[src/rtl/seg7_scan_ctrl_if.sv]
// Bus bundle between a host and the 7-segment scan controller.
// Host side drives display data and control; controller side drives the
// digit strobes, decoder feed and debug view of its internal state.
//
// Handshake: 'load' is a single-cycle strobe with no back-pressure. The
// controller always accepts it, so there is no ready signal. 'frame_done' is
// a single-cycle pulse. It marks the edge where pending data became visible.
interface seg7_scan_ctrl_if #(
    parameter int NUM_DIGITS = 4
);
    logic                    enable;
    logic                    load;
    logic [4*NUM_DIGITS-1:0] digits_in;
    logic [NUM_DIGITS-1:0]   dp_in;
    logic                    lz_suppress;

    logic [3:0]              seg_in;
    logic                    seg_enable;
    logic [NUM_DIGITS-1:0]   digit_sel;
    logic                    dp_out;
    logic                    frame_done;

    // Debug view of the controller FSM and its pending buffer flag
    logic [1:0]              state_dbg;
    logic                    pend_valid_dbg;

    modport master (
        output enable, load, digits_in, dp_in, lz_suppress,
        input  seg_in, seg_enable, digit_sel, dp_out, frame_done,
        input  state_dbg, pend_valid_dbg
    );

    modport slave (
        input  enable, load, digits_in, dp_in, lz_suppress,
        output seg_in, seg_enable, digit_sel, dp_out, frame_done,
        output state_dbg, pend_valid_dbg
    );
endinterface

[src/rtl/seg7_scan_ctrl.sv]
// Time-multiplexing scan controller for a multi-digit common-anode
// 7-segment display. One nibble is presented per lit digit to a shared
// decoder. A blanking gap separates the digits. New data is double-buffered
// and becomes visible only at frame boundaries.
module seg7_scan_ctrl #(
    parameter int NUM_DIGITS   = 4,
    parameter int REFRESH_DIV  = 50000,
    parameter int BLANK_CYCLES = 16
) (
    input  logic              clk,
    input  logic              reset,
    seg7_scan_ctrl_if.slave   bus
);

    localparam int DW      = 4 * NUM_DIGITS;
    localparam int MAX_CNT = (REFRESH_DIV > BLANK_CYCLES) ? REFRESH_DIV : BLANK_CYCLES;
    localparam int CW      = $clog2(MAX_CNT + 1);
    localparam int IW      = (NUM_DIGITS > 1) ? $clog2(NUM_DIGITS) : 1;

    localparam logic [CW-1:0] SHOW_LAST  = CW'(REFRESH_DIV - 1);
    localparam logic [CW-1:0] BLANK_LAST = CW'((BLANK_CYCLES > 0) ? (BLANK_CYCLES - 1) : 0);
    localparam logic [IW-1:0] IDX_LAST   = IW'(NUM_DIGITS - 1);

    typedef enum logic [1:0] {
        ST_IDLE  = 2'd0,
        ST_SHOW  = 2'd1,
        ST_BLANK = 2'd2
    } state_t;

    // FSM state
    state_t                state_q, state_d;
    logic [IW-1:0]         idx_q, idx_d;
    logic [CW-1:0]         cnt_q, cnt_d;

    // Display buffers: 'act' is what is being scanned, 'pend' waits for a frame edge
    logic [DW-1:0]         act_q, act_d;
    logic [NUM_DIGITS-1:0] act_dp_q, act_dp_d;
    logic [DW-1:0]         pend_q, pend_d;
    logic [NUM_DIGITS-1:0] pend_dp_q, pend_dp_d;
    logic                  pend_valid_q, pend_valid_d;

    // Registered outputs
    logic [NUM_DIGITS-1:0] sel_q, sel_d;
    logic [3:0]            seg_in_q, seg_in_d;
    logic                  seg_en_q, seg_en_d;
    logic                  dp_out_q, dp_out_d;
    logic                  frame_done_q, frame_done_d;

    // Control strobes from the FSM
    logic                  commit;
    logic                  advance;

    // Leading-zero suppression flags for the data about to be shown
    logic [NUM_DIGITS-1:0] supp;
    logic                  zero_run;

    // Next-state logic: dwell counters, digit stepping and frame commit points
    always_comb begin
        state_d      = state_q;
        idx_d        = idx_q;
        cnt_d        = cnt_q;
        commit       = 1'b0;
        advance      = 1'b0;
        frame_done_d = 1'b0;

        case (state_q)
            ST_IDLE: begin
                if (bus.enable) begin
                    state_d = ST_SHOW;
                    idx_d   = '0;
                    cnt_d   = '0;
                    commit  = 1'b1;
                end
            end
            ST_SHOW: begin
                if (!bus.enable) begin
                    state_d = ST_IDLE;
                    idx_d   = '0;
                    cnt_d   = '0;
                end else if (cnt_q == SHOW_LAST) begin
                    cnt_d = '0;
                    if (BLANK_CYCLES > 0) begin
                        state_d = ST_BLANK;
                    end else begin
                        advance = 1'b1;
                    end
                end else begin
                    cnt_d = cnt_q + CW'(1);
                end
            end
            ST_BLANK: begin
                if (!bus.enable) begin
                    state_d = ST_IDLE;
                    idx_d   = '0;
                    cnt_d   = '0;
                end else if (cnt_q == BLANK_LAST) begin
                    cnt_d   = '0;
                    advance = 1'b1;
                end else begin
                    cnt_d = cnt_q + CW'(1);
                end
            end
            default: begin
                state_d = ST_IDLE;
                idx_d   = '0;
                cnt_d   = '0;
            end
        endcase

        // Next-digit step; the last digit closes the frame and commits new data
        if (advance) begin
            state_d = ST_SHOW;
            if (idx_q == IDX_LAST) begin
                idx_d        = '0;
                frame_done_d = 1'b1;
                commit       = 1'b1;
            end else begin
                idx_d = idx_q + IW'(1);
            end
        end
    end

    // Buffer update: a load on a commit edge goes straight to the active buffer
    always_comb begin
        act_d        = act_q;
        act_dp_d     = act_dp_q;
        pend_d       = pend_q;
        pend_dp_d    = pend_dp_q;
        pend_valid_d = pend_valid_q;

        if (commit) begin
            if (bus.load) begin
                act_d        = bus.digits_in;
                act_dp_d     = bus.dp_in;
                pend_d       = bus.digits_in;
                pend_dp_d    = bus.dp_in;
                pend_valid_d = 1'b0;
            end else if (pend_valid_q) begin
                act_d        = pend_q;
                act_dp_d     = pend_dp_q;
                pend_valid_d = 1'b0;
            end
        end else if (bus.load) begin
            pend_d       = bus.digits_in;
            pend_dp_d    = bus.dp_in;
            pend_valid_d = 1'b1;
        end
    end

    // Digit i>0 is blanked when it and every more significant digit are zero
    always_comb begin
        supp     = '0;
        zero_run = 1'b1;
        for (int i = NUM_DIGITS - 1; i >= 1; i--) begin
            zero_run = zero_run & (act_d[4*i +: 4] == 4'h0);
            supp[i]  = bus.lz_suppress & zero_run;
        end
    end

    // Output decode from the upcoming state so outputs are registered with it
    always_comb begin
        sel_d    = '1;
        seg_in_d = seg_in_q;
        seg_en_d = 1'b0;
        dp_out_d = 1'b0;

        case (state_d)
            ST_IDLE: begin
                seg_in_d = '0;
            end
            ST_SHOW: begin
                sel_d = ~(NUM_DIGITS'(1) << idx_d);
                for (int i = 0; i < NUM_DIGITS; i++) begin
                    if (idx_d == IW'(i)) begin
                        seg_in_d = act_d[4*i +: 4];
                        seg_en_d = ~supp[i];
                        dp_out_d = act_dp_d[i];
                    end
                end
            end
            default: begin
                // Blanking gap: all strobes off, decoder input frozen
            end
        endcase
    end

    // FSM state registers
    always_ff @(posedge clk or posedge reset) begin
        if (reset) begin
            state_q <= ST_IDLE;
            idx_q   <= '0;
            cnt_q   <= '0;
        end else begin
            state_q <= state_d;
            idx_q   <= idx_d;
            cnt_q   <= cnt_d;
        end
    end

    // Active and pending display buffers
    always_ff @(posedge clk or posedge reset) begin
        if (reset) begin
            act_q        <= '0;
            act_dp_q     <= '0;
            pend_q       <= '0;
            pend_dp_q    <= '0;
            pend_valid_q <= 1'b0;
        end else begin
            act_q        <= act_d;
            act_dp_q     <= act_dp_d;
            pend_q       <= pend_d;
            pend_dp_q    <= pend_dp_d;
            pend_valid_q <= pend_valid_d;
        end
    end

    // Output registers
    always_ff @(posedge clk or posedge reset) begin
        if (reset) begin
            sel_q        <= '1;
            seg_in_q     <= '0;
            seg_en_q     <= 1'b0;
            dp_out_q     <= 1'b0;
            frame_done_q <= 1'b0;
        end else begin
            sel_q        <= sel_d;
            seg_in_q     <= seg_in_d;
            seg_en_q     <= seg_en_d;
            dp_out_q     <= dp_out_d;
            frame_done_q <= frame_done_d;
        end
    end

    assign bus.digit_sel      = sel_q;
    assign bus.seg_in         = seg_in_q;
    assign bus.seg_enable     = seg_en_q;
    assign bus.dp_out         = dp_out_q;
    assign bus.frame_done     = frame_done_q;
    assign bus.state_dbg      = state_q;
    assign bus.pend_valid_dbg = pend_valid_q;

endmodule

[src/flat_wrapper.sv]
// flat-port wrapper written by rule: the top's interface ports become plain ports
module seg7_scan_ctrl_flat 
#(
    parameter int NUM_DIGITS   = 4,
    parameter int REFRESH_DIV  = 50000,
    parameter int BLANK_CYCLES = 16
)
  (clk, reset, bus_enable, bus_load, bus_digits_in, bus_dp_in, bus_lz_suppress, bus_seg_in, bus_seg_enable, bus_digit_sel, bus_dp_out, bus_frame_done, bus_state_dbg, bus_pend_valid_dbg);
  seg7_scan_ctrl_if #(.NUM_DIGITS(NUM_DIGITS)) bus_i ();
  input  logic clk;
  input  logic reset;
  input wire logic [$bits(bus_i.enable)-1:0] bus_enable;
  input wire logic [$bits(bus_i.load)-1:0] bus_load;
  input wire logic [$bits(bus_i.digits_in)-1:0] bus_digits_in;
  input wire logic [$bits(bus_i.dp_in)-1:0] bus_dp_in;
  input wire logic [$bits(bus_i.lz_suppress)-1:0] bus_lz_suppress;
  output wire logic [$bits(bus_i.seg_in)-1:0] bus_seg_in;
  output wire logic [$bits(bus_i.seg_enable)-1:0] bus_seg_enable;
  output wire logic [$bits(bus_i.digit_sel)-1:0] bus_digit_sel;
  output wire logic [$bits(bus_i.dp_out)-1:0] bus_dp_out;
  output wire logic [$bits(bus_i.frame_done)-1:0] bus_frame_done;
  output wire logic [$bits(bus_i.state_dbg)-1:0] bus_state_dbg;
  output wire logic [$bits(bus_i.pend_valid_dbg)-1:0] bus_pend_valid_dbg;
  assign bus_i.enable = bus_enable;
  assign bus_i.load = bus_load;
  assign bus_i.digits_in = bus_digits_in;
  assign bus_i.dp_in = bus_dp_in;
  assign bus_i.lz_suppress = bus_lz_suppress;
  assign bus_seg_in = bus_i.seg_in;
  assign bus_seg_enable = bus_i.seg_enable;
  assign bus_digit_sel = bus_i.digit_sel;
  assign bus_dp_out = bus_i.dp_out;
  assign bus_frame_done = bus_i.frame_done;
  assign bus_state_dbg = bus_i.state_dbg;
  assign bus_pend_valid_dbg = bus_i.pend_valid_dbg;
  seg7_scan_ctrl #(.NUM_DIGITS(NUM_DIGITS), .REFRESH_DIV(REFRESH_DIV), .BLANK_CYCLES(BLANK_CYCLES)) u_core (.clk(clk), .reset(reset), .bus(bus_i));
endmodule
[config.mk]
export PLATFORM = sky130hd
export DESIGN_NAME = seg7_scan_ctrl_flat
export DESIGN_NICKNAME = d
export VERILOG_FILES = /design/src/rtl/seg7_scan_ctrl_if.sv /design/src/rtl/seg7_scan_ctrl.sv /design/src/flat_wrapper.sv
export SDC_FILE = /design/constraint.sdc
export NUM_CORES = 1
export LEC_CHECK = 0
export BUFFER_PORTS_ARGS = -buffer_cell sky130_fd_sc_hd__clkbuf_2
export CAP_MARGIN = 40
export CORE_UTILIZATION = 54
export CTS_CLUSTER_DIAMETER = 30
export DETAILED_ROUTE_END_ITERATION = 8
export GPL_ROUTABILITY_DRIVEN = 0
export PLACE_DENSITY = 0.88
export SLEW_MARGIN = 30
export SYNTH_ARGS = -nofsm -noshare
export SYNTH_HDL_FRONTEND = slang
export SYNTH_SLANG_ARGS = --single-unit
[constraint.sdc]
create_clock -name clk -period 3.3 [get_ports clk]
set_input_delay 0.33 -clock clk [delete_from_list [all_inputs] [get_ports clk]]
set_output_delay 0.33 -clock clk [all_outputs]
set_load 0.1 [all_outputs]
==> results.yml, run 1 <==
global_routing:
  grt_pass1_vias: 3373
  antenna_found_initial: 0
  grt_overflow: 0
  grt_max_degree: 34
  grt_pass1_wl_mm: 15.6
  track_usage_pct: 26.5
placement:
  placed_area_sq_mm: 0.00434
  hpwlAfterDp_mm: 7.11
  dp.cells: 559
  portBuffers: 38
synthesis:
  synth-edff-count: 0
  synth_nets: 460
  ys_seq_elements: 72
  netlist_instances: 425
  ys_async_sr_fraction_pct: 100
  syn-cell-area_sq_mm: 0.00402
  yosys_most_used_dff: "dfrtp_1"
  ys_seq_area_share_pct: 45.0
  ys_warn_count: 0
  synth_cell_types: 65
  syn_avg_cell_area_sq_um: 9.45
setup_path:
  rr_startpoint: "u_core.cnt_q[5]$_DFFE_PP0P_"
  crit_chain: "or4_4 > and4bb_2 > nand2_1 > o31a_1 > inv_1 > ha_1 > clkinv_1 > a211oi_1 > a41oi_1 > o41ai_1 > a31oi_1"
  regToRegSetupSlack_ps: 120
  cp.required_ps: 3530
  crit-reg2reg-capture: "u_core.bus.seg_enable$_DFF_PP0_"
  cp_slowest_stage_delay_ps: 550
  worstSetupStartpoint: "u_core.cnt_q[5]$_DFFE_PP0P_"
  slowest_stage: "or4_4"
  r2r_cells: 11
  cp.arrival_ps: 3410
  critPathLaunchType: "flop"
  worstSetupPathType: "reg -> reg"
  endpoint_kind: "flop"
  critPathTopFamily: "compound AO/OA/AOI/OAI gates"
  critPathBufInv: 2
  cp.depth: 11
  cp-endpoint: "u_core.bus.seg_enable$_DFF_PP0_"
  worst-path-max-fanout: 6
cells_and_area:
  final_cell_area_sq_mm: 0.00456
  layout.nets: 506
  n_antenna_cell: 0
  drive_above_1_share_pct: 25.0
  syn2layout_area_growth_pct: 13.6
  final_cells: 575
die:
  start_util_pct: 55.7
  die-width_um: 88.2
  row_count: 31
  die_area_sq_mm: 0.00779
  io_pins: 39
  fp.dieH_um: 88.2
  coreArea_sq_mm: 0.00721
clock_network:
  cts.clk_slew.worst_paths_ps: 80
  hold_buffers: 0
  clockBufferDepth: 2
  h-tree-depth: 3
  clkLatencyLatePin_ps: 360
  clkSinkCount: 72
  tritoncts: "yes"
  root_buffer: "clkbuf_8"
  cts_buffers: 9
sta:
  finClkSkew_ps: 8.20
  setup-tns-final_ps: 0
  slew_headroom_pct: 54.6
  period_share_pct: 96.2
  hold_viol: 0
  post-route-min-period_ps: 3180
  setup_violations: 0
  holdWs_ps: 59.5
  rsz0062_at_grt: "no"
  worstMarginPinSlew_ps: 680
  slew_viol_final: 0
  clock.fmax_mhz: 315
detailed_routing:
  totalWireLength_mm: 9.69
  drt_iter0_drc: 342
  avgViaCountPerCell: 6.23
  final_antenna_net_count: 0
  wl_per_cell_um: 16.8
  vias: 3581
  drc: 0
  drtPass1Iterations: 5
power:
  pwr_density_cell_mw_per_mm2: 738
  ir_drop_mv: 0.375
  p_leak_nw: 2.04
outcome:
  status: "finished clean"
worst_hold_path:
  min_path_type: "in -> async"
run:
  cap_violations: 0
-- logic make-up after synthesis --
logic type,Yosys count,share of synthesized area (%)
xor gates and xnor gates,2,0.436
adders and majority gates,10,3.12
buffers and inverters,45,5.42
DFF,72,45.0
muxes,19,5.23
and+or+nand+nor,147,18.8
AOI/OAI and AO/OA,130,22.0
-- placed cells by master (no fill, tap or decap), types with 3 or more instances in the layout --
cell,synthesis,final
o41ai_1,3,3
o221ai_1,6,6
clkbuf_8,4,9
o31ai_1,9,9
clkbuf_2,0,38
nand3_1,14,14
and2_1,3,3
mux2_2,16,16
a31o_2,5,5
a21o_1,3,3
a31oi_1,4,4
nor2_1,41,41
inv_1,24,23
nand2_1,33,33
o211ai_1,6,6
mux2i_1,3,3
dfrtp_1,68,66
clkinvlp_4,0,3
a21oi_1,10,9
nand4_1,9,9
a211oi_1,3,3
o22ai_1,13,13
o21ai_1,3,3
ha_1,10,10
o21ai_0,41,41
nor3_1,11,11
o221a_2,3,3
buf_4,0,17
nor2b_1,9,9
a22oi_1,4,4
dfstp_2,4,4
and3_1,7,7
-- report_power, final --
| group | switching (W) | internal [W] |
|---|---|---|
| clock | 0.000344 | 0.000425 |
| sequential | 0.000123 | 0.00109 |
| combinational | 0.000938 | 0.000449 |
-- layer usage --
metal | vias to the layer above | routed length [um] | global-route usage (%)
met5 | - | 0 | 0
met4 | 0 | 206 | 10.4
met3 | 19 | 585 | 5.97
met2 | 124 | 4840 | 45.3
met1 | 1771 | 4060 | 32.5
li1 | 1667 | - | -
-- sequential cells by signal, summed over array words and instances, names as in the netlist, 4 cells and up --
signal / cells
u_core.act_q: 16
u_core.cnt_q: 16
u_core.pend_q: 16
u_core.act_dp_q: 4
u_core.bus.digit_sel: 4
u_core.bus.seg_in: 4
u_core.pend_dp_q: 4
-- final cells by class --
class                      count  area, sq um
timing repair buffer          55          318
clock inverter                 7         96.3
inverter                      25         93.8
tap                           99          124
fill                         597         2650
multi-input combinational    308         2000
clock buffer                   9          124
sequential                    72         1810
-- cell usage after synthesis (all sizes together), types with 5 or more instances --
master / n / area share [%]
mux2: 16 / 4.5
nor2b: 9 / 1.4
o221ai: 6 / 1.3
nand2: 33 / 3.1
nand3: 16 / 2.2
ha: 10 / 3.1
nand4: 9 / 1.4
clkbuf: 17 / 2.6
o21ai: 44 / 5.5
a31o: 5 / 1.1
dfrtp: 68 / 42
o22ai: 13 / 2.0
o31ai: 9 / 1.7
nor2: 42 / 4.1
nor3: 11 / 1.4
o211ai: 8 / 1.7
and3: 7 / 1.1
a21oi: 11 / 1.5
inv: 24 / 2.2
-- stage by stage --
stage	power (W)	utilization [%]	worst slack, ps
3_3_place_gp	0.00254	60.1	226
4_1_cts	0.00335	63.2	114
6_report	0.00337	63.2	124
3_5_place_dp	0.00259	60.1	128
5_1_grt	0.00353	63.2	10.6
2_1_floorplan	0.00227	-	81.6
-- timing repair --
action,in CTS,in global routing
buffers inserted,0,0
endpoints found under the setup margin,0,3
gates resized for setup,0,1
-- worst min path at each step --
| stage | cells after the start | from | end | slack [ps] |
|---|---|---|---|---|
| after detailed placement | 2 | reset | u_core.act_q[9]$_DFF_PP0_ | 460 |
| after global routing | 2 | reset | u_core.act_q[6]$_DFF_PP0_ | 100 |
| after CTS | 2 | reset | u_core.pend_q[12]$_DFFE_PP0P_ | 70 |
| after global placement | 2 | reset | u_core.pend_q[9]$_DFFE_PP0P_ | 450 |
| final | 2 | reset | u_core.act_q[9]$_DFF_PP0_ | 60 |
| after floorplan | 2 | bus_digits_in[4] | u_core.pend_q[4]$_DFFE_PP0P_ | 460 |
Note: power is estimated with default switching activity, not from simulation.
==> run 2: changes to the inputs <==
--- a/config.mk
+++ b/config.mk
@@ -11,7 +11,7 @@
 export CTS_CLUSTER_DIAMETER = 30
 export DETAILED_ROUTE_END_ITERATION = 8
 export GPL_ROUTABILITY_DRIVEN = 0
-export PLACE_DENSITY = 0.88
+export PLACE_DENSITY = 0.75
 export SLEW_MARGIN = 30
 export SYNTH_ARGS = -nofsm -noshare
 export SYNTH_HDL_FRONTEND = slang
==> run 2 against run 1 <==
Against the previous run: register-to-register slack improved by 40 ps; via count fell by 1.8%; utilization barely moved; maximum frequency rose by 1.2%; flip-flop and latch count did not move; clock-buffer cell count rose by 1; first-iteration DRC count fell by 44%; clock skew rose by 1.9 ps; final cell count rose by 0.17%; critical path type unchanged; highest routed layer unchanged.
==> results.yml, run 2 (synthesis gave the netlist of run 1 again) <==
cells_and_area:
  syn2layout_area_growth_pct: 13.6
  utilization_pct: 63.3
  n_antenna_cell: 0
  final_cell_area_sq_mm: 0.00456
  layout.nets: 507
  final_common_cell: "dfrtp_1"
  drive_above_1_share_pct: 25.4
  top_regs: "u_core.act_q x16, u_core.cnt_q x16, u_core.pend_q x16"
  layout_common_cells: "dfrtp_1, nor2_1, o21ai_0"
die:
  fp.dieH_um: 88.2
  die-width_um: 88.2
  die_area_sq_mm: 0.00779
  io_pins: 39
  row_count: 31
  start_util_pct: 55.7
  coreArea_sq_mm: 0.00721
sta:
  period_share_pct: 95.1
  hold_viol: 0
  setup-tns-final_ps: 0
  slew_viol_final: 0
  finClkSkew_ps: 10.1
  post-route-min-period_ps: 3140
  holdWs_ps: 213
  rsz0062_at_grt: "no"
  worst_slack_ps: 161
  slew_headroom_pct: 60.7
  clock.fmax_mhz: 319
  worstMarginPinSlew_ps: 584
  setup_violations: 0
power:
  p_leak_nw: 2.04
  pwr_density_cell_mw_per_mm2: 729
  ir_drop_mv: 0.407
detailed_routing:
  vias: 3518
  drt_iter0_drc: 190
  wl_per_cell_um: 17.2
  totalWireLength_mm: 9.91
  avgViaCountPerCell: 6.11
  drtPass1Iterations: 5
  drc: 0
  final_antenna_net_count: 0
clock_network:
  clkLatencyLatePin_ps: 350
  cts.clk_slew.worst_paths_ps: 80
  tritoncts: "yes"
  clkSinkCount: 72
  h-tree-depth: 3
  cts_buffers: 9
  root_buffer: "clkbuf_8"
  cts_setup_buffers: 0
  clockBufferDepth: 2
placement:
  placed_area_sq_mm: 0.00434
  place_ws_ps: 65.4
  hpwlAfterDp_mm: 7.18
  portBuffers: 38
global_routing:
  grt_pass1_vias: 3424
  track_usage_pct: 28.0
  grt_overflow: 0
  antenna_found_initial: 0
  grt_max_degree: 46
  grt_pass1_wl_mm: 16.6
setup_path:
  endpoint_kind: "flop"
  worst-path-max-fanout: 5
  critPathLaunchType: "flop"
  worstSetupPathType: "reg -> reg"
  cp.arrival_ps: 3380
  cp.required_ps: 3540
worst_hold_path:
  min_path_type: "in -> reg"
outcome:
  status: "finished clean"
run:
  cap_violations: 0
==> run 2: metal layers <==
| layer | wire length, um | vias to the layer above | GRT usage (%) |
|---|---|---|---|
| met2 | 5020 | 107 | 45.8 |
| met1 | 4190 | 1727 | 36.7 |
| met5 | 0 | - | 0 |
| met4 | 228 | 0 | 12.9 |
| met3 | 472 | 23 | 4.29 |
| li1 | - | 1661 | - |
==> run 2: path summary, 6_finish.rpt <==
| check | startpoint | slack [ps] | cells after the start | to |
|---|---|---|---|---|
| setup / recovery | u_core.cnt_q[11]$_DFFE_PP0P_ | 160 | 10 | u_core.bus.seg_in[1]$_DFFE_PP0P_ |
| hold reg to reg | u_core.bus.seg_in[0]$_DFFE_PP0P_ | 490 | 2 | u_core.bus.seg_in[0]$_DFFE_PP0P_ |
| max in group asynchronous | reset | 2110 | 4 | u_core.bus.state_dbg[1]$_DFF_PP0_ |
| min in group asynchronous | reset | 390 | 3 | u_core.pend_q[8]$_DFFE_PP0P_ |
| hold / removal | bus_digits_in[5] | 210 | 3 | u_core.pend_q[5]$_DFFE_PP0P_ |
| setup reg to reg | u_core.cnt_q[11]$_DFFE_PP0P_ | 160 | 10 | u_core.bus.seg_in[1]$_DFFE_PP0P_ |
==> run 2: layout make-up <==
class | instances | area [sq um]
clock inverter | 6 | 67.6
fill | 620 | 2650
timing repair buffer | 56 | 328
tap | 99 | 124
inverter | 25 | 93.8
multi-input combinational | 308 | 2000
clock buffer | 10 | 138
sequential | 72 | 1810
==> run 2: timing repair <==
action                     in CTS  in global routing
hold buffers                    1                  0
resized for setup               0                  3
hold endpoints to repair        4                  0
setup endpoints to repair       0                  3
==> run 2: power breakdown <==
group / internal, W / switching (W) / total [W]
Clock: 0.000372 / 0.000347 / 0.000719
Combinational: 0.000454 / 0.000942 / 0.00140
Sequential: 0.00109 / 0.000122 / 0.00121
==> run 2: stage by stage <==
step,power [W],cells
global placement,0.00256,559
finish,0.00333,576
CTS,0.00333,576
global route,0.00351,576
detailed placement,0.00260,559
floorplan,0.00227,425
==> run 2: worst max-delay path, cell delays in order, from the launching register on <==
cell	delay (ps)
dfrtp_1	420
or4_4	560
and4bb_2	320
nand2_1	130
and3_1	240
a21oi_2	160
inv_1	110
ha_1	210
or2_2	320
a211o_2	300
a32o_1	260
